<file path="src/rtl/bullet_pkg.sv">
// Shared types and default constants for the bullet engine: facing directions,
// engine phases, playfield defaults and the saturating damage adder.
package bullet_pkg;

  typedef enum logic [1:0] {DIR_UP, DIR_DOWN, DIR_LEFT, DIR_RIGHT} dir_t;
  typedef enum logic [1:0] {ST_IDLE, ST_MOVE, ST_CHECK, ST_REPORT} state_t;

  localparam int DEF_SPEED    = 8;
  localparam int DEF_RADIUS   = 8;
  localparam int DEF_SCREEN_W = 640;
  localparam int DEF_SCREEN_H = 480;
  localparam int DMG_W        = 7;
  localparam logic [DMG_W-1:0] DMG_MAX = 7'd127;

  function automatic logic [DMG_W-1:0] sat_add(input logic [DMG_W-1:0] a,
                                               input logic [DMG_W-1:0] b);
    logic [DMG_W:0] s;
    s = {1'b0, a} + {1'b0, b};
    return (s > {1'b0, DMG_MAX}) ? DMG_MAX : s[DMG_W-1:0];
  endfunction

endpackage

</file>
<file path="src/rtl/bullet_hit_check.sv">
// Combinational test of one bullet against every zombie box: returns the full
// match mask and the index of the lowest matching zombie.
module bullet_hit_check
  import bullet_pkg::*;
#(
  parameter int NUM_ZOMBIE = 10,
  parameter int HIT_RADIUS = DEF_RADIUS,
  localparam int ZW = (NUM_ZOMBIE > 1) ? $clog2(NUM_ZOMBIE) : 1
) (
  input  logic [9:0]            bx,
  input  logic [9:0]            by,
  input  logic [9:0]            zx [NUM_ZOMBIE],
  input  logic [9:0]            zy [NUM_ZOMBIE],
  input  logic [NUM_ZOMBIE-1:0] exist,
  output logic [NUM_ZOMBIE-1:0] match,
  output logic [ZW-1:0]         first
);

  localparam logic [9:0] RAD = 10'(HIT_RADIUS);

  logic [9:0] dx [NUM_ZOMBIE];
  logic [9:0] dy [NUM_ZOMBIE];

  for (genvar z = 0; z < NUM_ZOMBIE; z++) begin : g_cmp
    assign dx[z]    = (bx >= zx[z]) ? (bx - zx[z]) : (zx[z] - bx);
    assign dy[z]    = (by >= zy[z]) ? (by - zy[z]) : (zy[z] - by);
    assign match[z] = exist[z] && (dx[z] < RAD) && (dy[z] < RAD);
  end

  // Downward scan so the final assignment is the lowest matching index.
  always_comb begin
    first = '0;
    for (int z = NUM_ZOMBIE - 1; z >= 0; z--) begin
      if (match[z]) first = ZW'(z);
    end
  end

endmodule

</file>
<file path="src/rtl/bullet_tracker.sv">
// Bullet pool: spawns shots in IDLE, then per frame runs MOVE, CHECK (one slot
// per cycle) and REPORT. Define BULLET_PIERCE_EN for bullets that survive hits.
module bullet_tracker
  import bullet_pkg::*;
#(
  parameter int NUM_SLOTS    = 8,
  parameter int NUM_ZOMBIE   = 10,
  parameter int BULLET_SPEED = DEF_SPEED,
  parameter int HIT_RADIUS   = DEF_RADIUS,
  parameter int SCREEN_W     = DEF_SCREEN_W,
  parameter int SCREEN_H     = DEF_SCREEN_H
) (
  input  logic                  Clk,
  input  logic                  Reset,
  input  logic                  frame_clk,
  input  logic                  Start,
  input  logic [1:0]            If_Shot,
  input  logic [6:0]            Bullet_Damage [2],
  input  logic [9:0]            Player_X [2],
  input  logic [9:0]            Player_Y [2],
  input  logic [1:0]            Player_Dir [2],
  input  logic [9:0]            RedBox_X [NUM_ZOMBIE],
  input  logic [9:0]            RedBox_Y [NUM_ZOMBIE],
  input  logic [NUM_ZOMBIE-1:0] RedBox_Exist,
  output logic [9:0]            Bullet_X [NUM_SLOTS],
  output logic [9:0]            Bullet_Y [NUM_SLOTS],
  output logic [NUM_SLOTS-1:0]  Bullet_Active,
  output logic [NUM_ZOMBIE-1:0] Zombie_Hit,
  output logic [6:0]            Hit_Damage [NUM_ZOMBIE],
  output logic [1:0]            Shot_Dropped,
  output logic                  Ready,
  output logic [1:0]            dbg_state,
  output logic [NUM_SLOTS-1:0]  dbg_owner
);

  localparam int SW = (NUM_SLOTS > 1) ? $clog2(NUM_SLOTS) : 1;
  localparam int ZW = (NUM_ZOMBIE > 1) ? $clog2(NUM_ZOMBIE) : 1;
  localparam logic [SW-1:0] LAST = SW'(NUM_SLOTS - 1);
  localparam logic signed [10:0] SPD  = 11'(BULLET_SPEED);
  localparam logic signed [10:0] XLIM = 11'(SCREEN_W);
  localparam logic signed [10:0] YLIM = 11'(SCREEN_H);

  state_t state, state_nxt;
  logic [SW-1:0] idx;
  dir_t sdir [NUM_SLOTS];
  logic [NUM_SLOTS-1:0] owner;
  logic [6:0] sdmg [NUM_SLOTS];
  logic [6:0] acc [NUM_ZOMBIE];
  logic [NUM_ZOMBIE-1:0] hitflag, match, hit_sel;
  logic [ZW-1:0] first;
  logic [1:0] shot_prev, pend, shot_rise, sp_ok;
  logic [SW-1:0] sp_slot [2];
  logic [SW-1:0] f0, f1;
  logic f0_ok, f1_ok, frame_prev, frame_edge;
  logic signed [10:0] nx [NUM_SLOTS];
  logic signed [10:0] ny [NUM_SLOTS];
  logic [NUM_SLOTS-1:0] in_bounds;

  assign shot_rise = If_Shot & ~shot_prev;
  assign dbg_state = state;
  assign dbg_owner = owner;
  assign Zombie_Hit = (state == ST_REPORT) ? hitflag : '0;

  always_comb begin
    for (int z = 0; z < NUM_ZOMBIE; z++) begin
      Hit_Damage[z] = (state == ST_REPORT) ? acc[z] : '0;
    end
  end

  // P0 always takes the lowest free slot; P1 takes the next one if P0 also spawns.
  always_comb begin
    f0 = '0; f0_ok = 1'b0; f1 = '0; f1_ok = 1'b0;
    for (int s = NUM_SLOTS - 1; s >= 0; s--) begin
      if (!Bullet_Active[s]) begin f0 = SW'(s); f0_ok = 1'b1; end
    end
    for (int s = NUM_SLOTS - 1; s >= 0; s--) begin
      if (!Bullet_Active[s] && (SW'(s) != f0)) begin f1 = SW'(s); f1_ok = 1'b1; end
    end
    sp_slot[0] = f0;
    sp_ok[0]   = f0_ok;
    sp_slot[1] = pend[0] ? f1 : f0;
    sp_ok[1]   = pend[0] ? f1_ok : f0_ok;
  end

  always_comb begin
    for (int s = 0; s < NUM_SLOTS; s++) begin
      nx[s] = $signed({1'b0, Bullet_X[s]});
      ny[s] = $signed({1'b0, Bullet_Y[s]});
      case (sdir[s])
        DIR_UP:    ny[s] = ny[s] - SPD;
        DIR_DOWN:  ny[s] = ny[s] + SPD;
        DIR_LEFT:  nx[s] = nx[s] - SPD;
        default:   nx[s] = nx[s] + SPD;
      endcase
      in_bounds[s] = !nx[s][10] && (nx[s] < XLIM) && !ny[s][10] && (ny[s] < YLIM);
    end
  end

  bullet_hit_check #(.NUM_ZOMBIE(NUM_ZOMBIE), .HIT_RADIUS(HIT_RADIUS)) u_hit (
    .bx(Bullet_X[idx]), .by(Bullet_Y[idx]), .zx(RedBox_X), .zy(RedBox_Y),
    .exist(RedBox_Exist), .match(match), .first(first)
  );

  // The lowest hit is always in the mask, so piercing only widens the credit set.
  always_comb begin
    hit_sel = '0;
`ifdef BULLET_PIERCE_EN
    hit_sel = match;
`endif
    if (|match) hit_sel[first] = 1'b1;
  end

  always_comb begin
    state_nxt = state;
    case (state)
      ST_IDLE:  if (frame_edge) state_nxt = ST_MOVE;
      ST_MOVE:  state_nxt = ST_CHECK;
      ST_CHECK: if (idx == LAST) state_nxt = ST_REPORT;
      default:  state_nxt = ST_IDLE;
    endcase
  end

  always_ff @(posedge Clk or posedge Reset) begin
    if (Reset) begin
      state <= ST_IDLE; idx <= '0; owner <= '0; hitflag <= '0;
      shot_prev <= '0; pend <= '0; frame_prev <= 1'b0; frame_edge <= 1'b0;
      Bullet_Active <= '0; Shot_Dropped <= '0; Ready <= 1'b0;
      for (int s = 0; s < NUM_SLOTS; s++) begin
        Bullet_X[s] <= '0; Bullet_Y[s] <= '0; sdir[s] <= DIR_UP; sdmg[s] <= '0;
      end
      for (int z = 0; z < NUM_ZOMBIE; z++) acc[z] <= '0;
    end else begin
      shot_prev    <= If_Shot;
      frame_prev   <= frame_clk;
      frame_edge   <= frame_clk & ~frame_prev;
      Shot_Dropped <= '0;
      Ready        <= Start && (state_nxt == ST_IDLE);
      if (!Start) begin
        state <= ST_IDLE; idx <= '0; pend <= '0; hitflag <= '0; Bullet_Active <= '0;
        for (int s = 0; s < NUM_SLOTS; s++) begin
          Bullet_X[s] <= '0; Bullet_Y[s] <= '0;
        end
        for (int z = 0; z < NUM_ZOMBIE; z++) acc[z] <= '0;
      end else begin
        state <= state_nxt;
        pend  <= pend | shot_rise;
        case (state)
          ST_IDLE: begin
            pend <= shot_rise;
            for (int p = 0; p < 2; p++) begin
              if (pend[p]) begin
                if (sp_ok[p]) begin
                  Bullet_Active[sp_slot[p]] <= 1'b1;
                  Bullet_X[sp_slot[p]]      <= Player_X[p];
                  Bullet_Y[sp_slot[p]]      <= Player_Y[p];
                  sdir[sp_slot[p]]          <= dir_t'(Player_Dir[p]);
                  owner[sp_slot[p]]         <= p[0];
                  sdmg[sp_slot[p]]          <= Bullet_Damage[p];
                end else begin
                  Shot_Dropped[p] <= 1'b1;
                end
              end
            end
          end
          ST_MOVE: begin
            for (int s = 0; s < NUM_SLOTS; s++) begin
              if (Bullet_Active[s]) begin
                if (in_bounds[s]) begin
                  Bullet_X[s] <= nx[s][9:0];
                  Bullet_Y[s] <= ny[s][9:0];
                end else begin
                  Bullet_Active[s] <= 1'b0;
                end
              end
            end
          end
          ST_CHECK: begin
            idx <= (idx == LAST) ? '0 : idx + 1'b1;
            if (Bullet_Active[idx]) begin
              for (int z = 0; z < NUM_ZOMBIE; z++) begin
                if (hit_sel[z]) begin
                  acc[z]     <= sat_add(acc[z], sdmg[idx]);
                  hitflag[z] <= 1'b1;
                end
              end
`ifndef BULLET_PIERCE_EN
              if (|match) Bullet_Active[idx] <= 1'b0;
`endif
            end
          end
          default: begin
            hitflag <= '0;
            for (int z = 0; z < NUM_ZOMBIE; z++) acc[z] <= '0;
          end
        endcase
      end
    end
  end

endmodule

</file>
<file path="config.mk">
export PLATFORM = sky130hd
export DESIGN_NAME = bullet_tracker
export DESIGN_NICKNAME = d
export VERILOG_FILES = /design/src/rtl/bullet_pkg.sv /design/src/rtl/bullet_hit_check.sv /design/src/rtl/bullet_tracker.sv
export SDC_FILE = /design/constraint.sdc
export NUM_CORES = 2
export LEC_CHECK = 0
export CORE_ASPECT_RATIO = 0.9
export CORE_MARGIN = 4
export CORE_UTILIZATION = 35
export DETAILED_ROUTE_END_ITERATION = 12
export HOLD_SLACK_MARGIN = 0.15
export PLACE_DENSITY_LB_ADDON = 0.1
export RECOVER_POWER = 100
export SLEW_MARGIN = 20
export SYNTH_ARGS = -nofsm -noshare
export SYNTH_HDL_FRONTEND = slang
export SYNTH_SLANG_ARGS = --single-unit
</file>
<file path="constraint.sdc">
create_clock -name Clk -period 11.1 [get_ports Clk]
set_input_delay 2.22 -clock Clk [delete_from_list [all_inputs] [get_ports Clk]]
set_output_delay 2.22 -clock Clk [all_outputs]
set_load 0.05 [all_outputs]
</file>
==> qor.txt <==
Clock power frac = 15.5%
most common cell in the netlist = ha_1
failing checks = max-capacitance violations, max-slew violations
area post-placement = 0.0500 sq mm
Worst setup SP type = flip-flop
Worst Hold Class = flip-flop to flip-flop
Mean Syn Cell Area = 7.66 sq um
RR Endpoint = acc[60]
Critical Path End = acc[60]
I/O Pins = 535
grt ovf = 0
Routed WL = 205 mm
power density cells = 177 mW/mm^2
Synth Area in Adders = 17.3%
Final ANT Viol Nets = 0
Final nets = 6,828
RSZ-0062 raised after global routing = false
root buffer cell = clkbuf_16
Filler cells = 12,300
Worst Reg-to-Reg Cells = 19
Yosys reg bits = 342
relative slew slack = -149%
Register Area = 0.00856 sq mm
initial core utilization = 35.4%
Worst EP arrival = 9.96 ns
P_leak = 0.0240 uW
core area = 0.122 sq mm
Final min period = 9.50 ns
share of power burned in registers = 19.5%
final worst slack = 1.60 ns
drt drc = 0
Setup crit start = idx[2]
setup bufs post-CTS = 0
Crit Path Max Fanout = 28
Vias/cell = 6.00
initial antenna violation count = 19
top cell types by occurrence after synthesis = ha_1 (553), nand2_1 (512), a21oi_1 (475)
register clock-pin slew on the reported worst setup and hold paths = 0.07 ns
Most used DFF post-synth = dfrtp_1
clk buf depth = 3
cts hold-fix bufs = 0
H-tree levels = 2
Starting DRT DRC Count = 4,610
cell-internal power = 4380 uW
layout cells sized above 1 = 4.50%
synth top area cells = dfrtp_1 (20%), ha_1 (16%), a21oi_1 (5.5%), o21ai_0 (5.1%), nand2_1 (4.5%)
gp weighted congestion = 0.950
Final Cycle Share = 85.6%
number of global-route vias before repair = 43,200
drt pass-1 iters = 5
Critical Path End Type = flip-flop
xor/xnor share of the synthesized area = 4.29%
final setup vio count = 0
gr usage total = 30.4%
final instance area = 0.0513 sq mm
Fin Clk Skew = 0.0553 ns
Num CTS Buffers = 43
first-pass GRT wire length = 295 mm
Clk Latency, worst-skew pair = 0.62 ns
fraction of registers with async set/reset = 100%
setup tns final = 0 ns
CTS resizes = 0
drt wl/cell = 27.0 um
largest family of logic cells by synthesized area = compound AO/OA/AOI/OAI gates
Die Span X = 378 um
area growth from synthesis to layout = 19.2%
CTS sink cnt = 342
fmax = 105 MHz
largest net degree at the start of global routing = 159
worst endpoint required time = 11.56 ns
DP Worst Slack = 3.13 ns
area of the multi-input gates = 0.0320 sq mm
top cell type by total area after synthesis = dfrtp_1
final-report hold violation count = 0
Synth Area in Compound Gates = 30.0%
switch share = 51.7%
maxcap violations = 8
Synth Area in Simple Gates = 18.8%
die area = 0.129 sq mm
critical path class = flip-flop to flip-flop
VDD IR max = 119 uV
Worst-Margin Slew = 3.74 ns
net load switching power = 4690 uW
sequential share of the synthesized area = 19.9%
Total Power = 9080 uW
R2R Setup Slk = 1.60 ns
EDFF count, synth = 0
Ys Warns = 0
chip height = 341 um
port bufs = 534
Netlist cell types = 106
CTS tree = done
mux contribution to synthesized area = 3.57%
Yosys top cell area share = 19.9%
logic gate share of total power = 65.0%
Mapped Cells = 5,617
status = finished, violations left
worst r2r src = idx[2]
Via Count = 45,700
Netlist Area Pre-Place = 0.0430 sq mm
max-slew violation count = 429
row count = 121
Net Count, Synth = 6,470
DP HPWL = 152 mm
worst min-delay path by stage:
| stage | from | slack, ns | cells past startpoint | to |
|---|---|---|---|---|
| after global placement | frame_prev | 0.39 | 1 | frame_edge |
| after CTS | frame_prev | 0.41 | 1 | frame_edge |
| after detailed placement | frame_prev | 0.38 | 1 | frame_edge |
| final | frame_prev | 0.42 | 1 | frame_edge |
| after floorplan | frame_prev | 0.38 | 1 | frame_edge |
| after global routing | frame_prev | 0.42 | 1 | frame_edge |
critical path, stage by stage, from the launching register on:
cell	delay, ns
dfrtp_1	0.69
nor3b_1	0.27
clkbuf_1	1.44
a22o_1	0.28
a221oi_1	0.05
and3_1	0.57
inv_1	0.71
ha_1	0.44
nor3_1	0.21
nor3_1	0.07
a211oi_1	1.20
mux2i_1	0.24
xnor2_1	0.19
a2111oi_0	0.78
nand4_1	0.31
or4_1	0.65
nor2_1	0.12
nor2_1	0.06
nor2_1	0.59
mux2_2	0.41
cell usage in the layout, fill, tap and decap left out, types with 41 or more instances in the layout:
| cell | synthesis | routed |
|---|---|---|
| dlygate4sd3_1 | 0 | 264 |
| a311oi_1 | 41 | 41 |
| xor2_1 | 74 | 74 |
| nand2_1 | 512 | 512 |
| nor2b_1 | 88 | 88 |
| clkdlybuf4s50_1 | 0 | 269 |
| nand3_1 | 121 | 112 |
| a211oi_1 | 73 | 74 |
| a31oi_1 | 50 | 50 |
| nand4_1 | 54 | 54 |
| a21o_1 | 98 | 98 |
| o21bai_1 | 80 | 80 |
| xnor2_1 | 137 | 137 |
| mux2i_1 | 121 | 121 |
| nand2b_1 | 77 | 77 |
| inv_1 | 378 | 376 |
| o211ai_1 | 66 | 66 |
| and2_1 | 99 | 97 |
| a22oi_1 | 79 | 79 |
| a22o_1 | 58 | 58 |
| ha_1 | 553 | 551 |
| clkbuf_16 | 0 | 43 |
| nor3_1 | 94 | 85 |
| o21a_1 | 79 | 79 |
| o22ai_1 | 117 | 117 |
| nor2_1 | 413 | 408 |
| a21oi_1 | 475 | 476 |
| buf_4 | 3 | 69 |
| o21ai_0 | 440 | 442 |
| dfrtp_1 | 342 | 342 |
metal layers:
layer | GRT usage, % | up-vias | routed length [um]
met5 | 0 | - | 36
met4 | 12.0 | 6 | 8760
met3 | 4.85 | 382 | 15900
met2 | 49.7 | 2093 | 94100
met1 | 40.0 | 22000 | 86500
li1 | - | 21200 | -
power by group through the flow:
stage | Clock, uW | Combinational (uW) | Sequential [uW]
floorplan | 0 | 3830 | 1890
global placement | 0 | 5830 | 1790
detailed placement | 0 | 5830 | 1790
CTS | 1420 | 5860 | 1770
global route | 1470 | 6430 | 1780
finish | 1410 | 5900 | 1770
cell type report:
class | count | area share, %
inverter | 379 | 2.78
multi-input combinational | 4584 | 62.3
clock inverter | 14 | 0.241
clock buffer | 61 | 2.39
antenna | 12 | 0.0585
timing repair buffer | 625 | 11.6
sequential | 342 | 16.7
tap | 1599 | 3.90
metrics by stage:
stage / utilization [%] / std cells / hold WS (ns)
3_5_place_dp: 41.2 / 7528 / 0.383
3_3_place_gp: 41.1 / 7527 / 0.391
4_1_cts: 42.3 / 7603 / 0.413
2_1_floorplan: - / 5617 / 0.378
5_1_grt: 42.2 / 7610 / 0.421
6_report: 42.2 / 7616 / 0.417
cell families after synthesis:
| family | Yosys count |
|---|---|
| compound gates | 1972 |
| fa+ha+maj | 579 |
| flops | 342 |
| simple gates | 1673 |
| xor+xnor | 211 |
| buf+inv | 691 |
| mux | 149 |
flip-flops by register name (all words and copies together), names as in the netlist:
name / cells
pend: 2
Ready: 1
acc: 70
Shot_Dropped: 2
frame_edge: 1
dbg_state: 2
idx: 3
Bullet_X: 80
frame_prev: 1
Bullet_Active: 8
shot_prev: 2
hitflag: 10
sdmg: 56
sdir: 16
Bullet_Y: 80
dbg_owner: 8
Power figures use the tool's default switching activity.
